===== config.mk =====
export PLATFORM = sky130hd
export DESIGN_NAME = mul_sched
export DESIGN_NICKNAME = d
export VERILOG_FILES = /design/src/rtl/mul_sched.sv
export SDC_FILE = /design/constraint.sdc
export NUM_CORES = 1
export LEC_CHECK = 0
export CORE_MARGIN = 4
export CORE_UTILIZATION = 43
export CTS_CLUSTER_SIZE = 16
export DETAILED_ROUTE_END_ITERATION = 10
export GPL_TIMING_DRIVEN = 0
export PLACE_DENSITY_LB_ADDON = 0.1
export SKIP_LAST_GASP = 1
export SLEW_MARGIN = 5
export SYNTH_ARGS = -nofsm -noshare
export SYNTH_HDL_FRONTEND = slang
export SYNTH_SLANG_ARGS = --single-unit
export TNS_END_PERCENT = 50

===== constraint.sdc =====
create_clock -name clk -period 3 [get_ports clk]
set_input_delay 0.3 -clock clk [delete_from_list [all_inputs] [get_ports clk]]
set_output_delay 0.3 -clock clk [all_outputs]
set_load 0.005 [all_outputs]

===== src/rtl/mul_sched.sv =====
// mul_sched: iterative shift-add multiply sequencer with a valid/ready writeback port.
// Optional macro MUL_EARLY_TERM_EN: leave RUN as soon as the remaining multiplier
// bits are all zero. The product is unchanged; only latency drops.
//
// state  | meaning
// -------+-----------------------------------------------------------
// S_IDLE | waiting for mul_st; operands captured on acceptance
// S_RUN  | one shift-add step per cycle
// S_DONE | product presented on wb_*; held until wb_ready or flush
module mul_sched #(
    parameter int W  = 16,
    parameter int RW = 5
) (
    input  logic            clk,
    input  logic            rst_n,
    input  logic            mul_st,
    input  logic [W-1:0]    op_a,
    input  logic [W-1:0]    op_b,
    input  logic [RW-1:0]   rd_in,
    input  logic            flush,
    input  logic            wb_ready,
    output logic            stall,
    output logic            busy,
    output logic            wb_valid,
    output logic [RW-1:0]   wb_rd,
    output logic [2*W-1:0]  wb_data
);

    localparam int CW = (W > 1) ? $clog2(W) : 1;

    typedef enum logic [1:0] {S_IDLE, S_RUN, S_DONE} state_t;

    state_t           state_q, state_d;
    logic [2*W-1:0]   mcand_q, mcand_d;
    logic [W-1:0]     mplier_q, mplier_d;
    logic [2*W-1:0]   acc_q, acc_d;
    logic [CW-1:0]    cnt_q, cnt_d;
    logic [RW-1:0]    rd_q, rd_d;
    logic             stall_q, stall_d;
    logic             wb_valid_q, wb_valid_d;
    logic [RW-1:0]    wb_rd_q, wb_rd_d;
    logic [2*W-1:0]   wb_data_q, wb_data_d;
    logic             last_run;

    // Next-state, datapath step, and registered-output next values.
    always_comb begin
        state_d  = state_q;
        mcand_d  = mcand_q;
        mplier_d = mplier_q;
        acc_d    = acc_q;
        cnt_d    = cnt_q;
        rd_d     = rd_q;
        last_run = (cnt_q == CW'(W - 1));
`ifdef MUL_EARLY_TERM_EN
        last_run = last_run || ((mplier_q >> 1) == '0);
`endif
        case (state_q)
            S_IDLE: begin
                if (mul_st && !flush) begin
                    mcand_d  = {{W{1'b0}}, op_a};
                    mplier_d = op_b;
                    rd_d     = rd_in;
                    acc_d    = '0;
                    cnt_d    = '0;
                    state_d  = S_RUN;
                end
            end
            S_RUN: begin
                if (flush) begin
                    state_d = S_IDLE;
                end else begin
                    if (mplier_q[0]) begin
                        acc_d = acc_q + mcand_q;
                    end
                    mcand_d  = mcand_q << 1;
                    mplier_d = mplier_q >> 1;
                    cnt_d    = cnt_q + 1'b1;
                    if (last_run) begin
                        state_d = S_DONE;
                    end
                end
            end
            S_DONE: begin
                // Flush wins over a simultaneous grant; both leave DONE.
                if (flush || wb_ready) begin
                    state_d = S_IDLE;
                end
            end
            default: state_d = S_IDLE;
        endcase

        // Outputs are registered from the next state so they are glitch-free
        // and forced to zero whenever the sequencer is not presenting a product.
        stall_d    = (state_d != S_IDLE);
        wb_valid_d = (state_d == S_DONE);
        wb_data_d  = (state_d == S_DONE) ? acc_d : '0;
        wb_rd_d    = (state_d == S_DONE) ? rd_d  : '0;
    end

    // State, datapath and output registers.
    always_ff @(posedge clk or negedge rst_n) begin
        if (!rst_n) begin
            state_q    <= S_IDLE;
            mcand_q    <= '0;
            mplier_q   <= '0;
            acc_q      <= '0;
            cnt_q      <= '0;
            rd_q       <= '0;
            stall_q    <= 1'b0;
            wb_valid_q <= 1'b0;
            wb_rd_q    <= '0;
            wb_data_q  <= '0;
        end else begin
            state_q    <= state_d;
            mcand_q    <= mcand_d;
            mplier_q   <= mplier_d;
            acc_q      <= acc_d;
            cnt_q      <= cnt_d;
            rd_q       <= rd_d;
            stall_q    <= stall_d;
            wb_valid_q <= wb_valid_d;
            wb_rd_q    <= wb_rd_d;
            wb_data_q  <= wb_data_d;
        end
    end

    assign stall    = stall_q;
    assign busy     = stall_q;
    assign wb_valid = wb_valid_q;
    assign wb_rd    = wb_rd_q;
    assign wb_data  = wb_data_q;

endmodule

==> impl_metrics.yaml <==
yosys:
  ys_seq_area_frac: 0.470
  synthFlopType: "dfrtp_1"
  syn-instance-count: 776
  synth_top_area_cell: "dfrtp_1"
  syn_avg_cell_area_um2: 8.91
  synthTopCellsByArea: "dfrtp_1 (47%), nand2_1 (8.9%), ha_1 (5.8%), nand3_1 (4.3%), a31oi_1 (4.1%)"
  synth-edff-count: 0
  synth_top_area_frac: 0.470
  synth_seq_cells: 130
  syn_nets: 851
  synthArstFlopShare: 1.00
  synthesis.area_um2: 6920
  synth.distinct_cells: 65
  yosys_warnings: 0
clock_network:
  cts_buffers: 17
  clock_latency_ns: 0.43
  cts_sinks: 130
  ctsLongestPathBuffers: 2
  clockRootBuffer: "clkbuf_16"
  cts_tree: "built"
  cts.reportedPaths.clkPinSlew_ns: 0.05
  h-tree-depth: 4
power_and_ir_drop:
  ir_worst_vdd_uv: 434
  p_leak_nw: 4.09
  powerDensity_nw_per_um2: 738
  power_mw: 6.41
critical_path:
  path_delay_family: "compound AO/OA/AOI/OAI gates"
  crit_path_max_incr_delay_ns: 0.41
  crit_type: "reg2reg"
  crit_slowest_cell: "dfrtp_1"
  cp_cell_sequence: "ha_1 > fa_1 > a21o_1 > a31oi_4 > nor3_1 > a211oi_2 > buf_4 > o2111ai_1 > a211o_1 > a31oi_2"
  critical_path_buf_inv_count: 1
  rr_startpoint: "mcand_q[0]"
  critPathArrivalTime_ns: 3.26
  start_kind: "flip-flop"
  ff2ff_setup_slack_ns: 0.06
  crit_fanout: 4
  required_ns: 3.32
  path_depth: 10
  cp-end-kind: "flip-flop"
  timing.rr.end: "wb_data[30]"
  worst-r2r-cell-count: 10
floorplan:
  start_util: 0.437
  ios: 82
  rows: 46
  coreArea_um2: 15800
  fp.dieW_um: 135
  die_area_um2: 18200
  dieHeight_um: 135
global_route:
  grt_pass1_vias: 6273
  grt_pass1_wl_um: 33200
  antenna_found_initial: 0
  grt_usage: 0.233
  grt_max_degree: 83
  grt-ovfl-total: 0
timing:
  tns_ns: 0
  period_needed_ns: 2.94
  hold_viol: 0
  clock_skew_ns: 0.00539
  slew_headroom: 0.367
  max_freq_mhz: 340
  setup_violations: 0
  slew_violations: 0
  rsz0062_at_grt: "yes"
  timing.final.crit_share: 0.980
  tightest_slew_ns: 0.949
placed_design:
  dp_hpwl_um: 14200
  placed_cells: 1074
  routabilityCongestion: 0.888
  post_dp_cell_area_um2: 8030
  port_buffers: 81
job:
  maxCapViolCount: 0
outcome:
  status: "finished clean"
min_path:
  holdCritPathClass: "in2async"
finish:
  final_cell_area_um2: 8680
  finalNonFillerCells: 1110
  final_common_cell: "nand2_1"
  area_growth_pct: 25.5
  final_cell_mix: "nand2_1 (164), dfrtp_1 (130), clkdlybuf4s50_1 (80), nand3_1 (60), a21oi_1 (56)"
  diodes: 0
  drive_gt1_frac: 0.0716
  final_core_util: 0.548
  layout.nets: 956
  fillCellCount: 1445
routing:
  routed_wl_um: 20200
  highest_layer: "met4"
  final_antenna_net_count: 0
  wl_per_cell_um: 18.2
  vias: 6292
  drc_errors: 0
  first_pass_iters: 9
  wl_met1_um: 9070
  viasPerCell: 5.67
  wl_met3_um: 1390
  wl_met2_um: 9250
  drtIter0Drc: 558
flip-flops by register name, indices dropped and copies added (netlist names):
signal and cells:
busy 1, cnt_q 4, mcand_q 32, acc_q 32, mplier_q 16, state_q 2
wb_data 32, wb_rd 5, wb_valid 1, rd_q 5
routing by layer:
layer | vias up | GRT usage
li1 | 2977 | -
met1 | 3042 | 0.324
met5 | - | 0
met3 | 40 | 0.0514
met4 | 0 | 0.0786
met2 | 233 | 0.362
cell families after synthesis:
| group | Yosys count | share of synthesized area |
|---|---|---|
| flops | 130 | 0.470 |
| mux | 6 | 0.00886 |
| fa+ha+maj | 33 | 0.0608 |
| simple gates | 345 | 0.228 |
| buf+inv | 59 | 0.0342 |
| xor+xnor | 14 | 0.0177 |
| compound gates | 189 | 0.180 |
cells in the mapped netlist, types with 8 or more instances:
master,instances
nand2_1,164
dfrtp_1,130
nand3_1,60
a21oi_1,56
nor2_1,53
a31oi_1,45
clkbuf_1,39
ha_1,32
o21ai_0,24
a21o_1,17
nand4_1,14
inv_1,12
and2_1,10
xnor2_1,9
nor3_1,8
report_power, final:
| part | switching, mW | internal [mW] | total [mW] | leakage (nW) |
|---|---|---|---|---|
| Sequential | 0.187 | 2.01 | 2.20 | 1.70 |
| Combinational | 1.30 | 0.870 | 2.17 | 2.10 |
| Clock | 0.762 | 1.28 | 2.04 | 0.282 |
cell type report:
| cell class | count | area, um^2 | area share |
|---|---|---|---|
| plain buffers | 47 | 198 | 0.0228 |
| clock buffers | 22 | 474 | 0.0546 |
| clock inverters | 10 | 108 | 0.0124 |
| inverters | 12 | 45.0 | 0.00519 |
| multi-input cells | 587 | 3460 | 0.399 |
| flip-flops and latches | 130 | 3250 | 0.375 |
| well taps | 216 | 270 | 0.0311 |
| repair buffers | 86 | 872 | 0.100 |
worst max path at each step:
stage | startpoint | endpoint
final | mcand_q[0] | wb_data[30]
after global routing | mcand_q[4] | wb_data[25]
after CTS | mcand_q[0] | wb_data[30]
after detailed placement | mcand_q[0] | wb_data[30]
after global placement | rst_n | rd_q[4]
after floorplan | mcand_q[0] | wb_data[26]
metrics by stage:
stage,hold slack [ns],setup WS (ns)
floorplan,0.00441,0.339
global placement,0.452,-3.50
detailed placement,0.271,-0.347
CTS,0.400,-0.0133
global route,0.431,-0.0771
finish,0.386,0.0595
what timing repair did:
item                       in CTS  in global routing
hold buffers                    1                  0
gates resized for setup         6                  6
hold endpoints to repair       48                  0
setup endpoints to repair      43                 23
buffers inserted                3                  0
pin swaps                       1                  0
(Power assumes the default switching activity.)
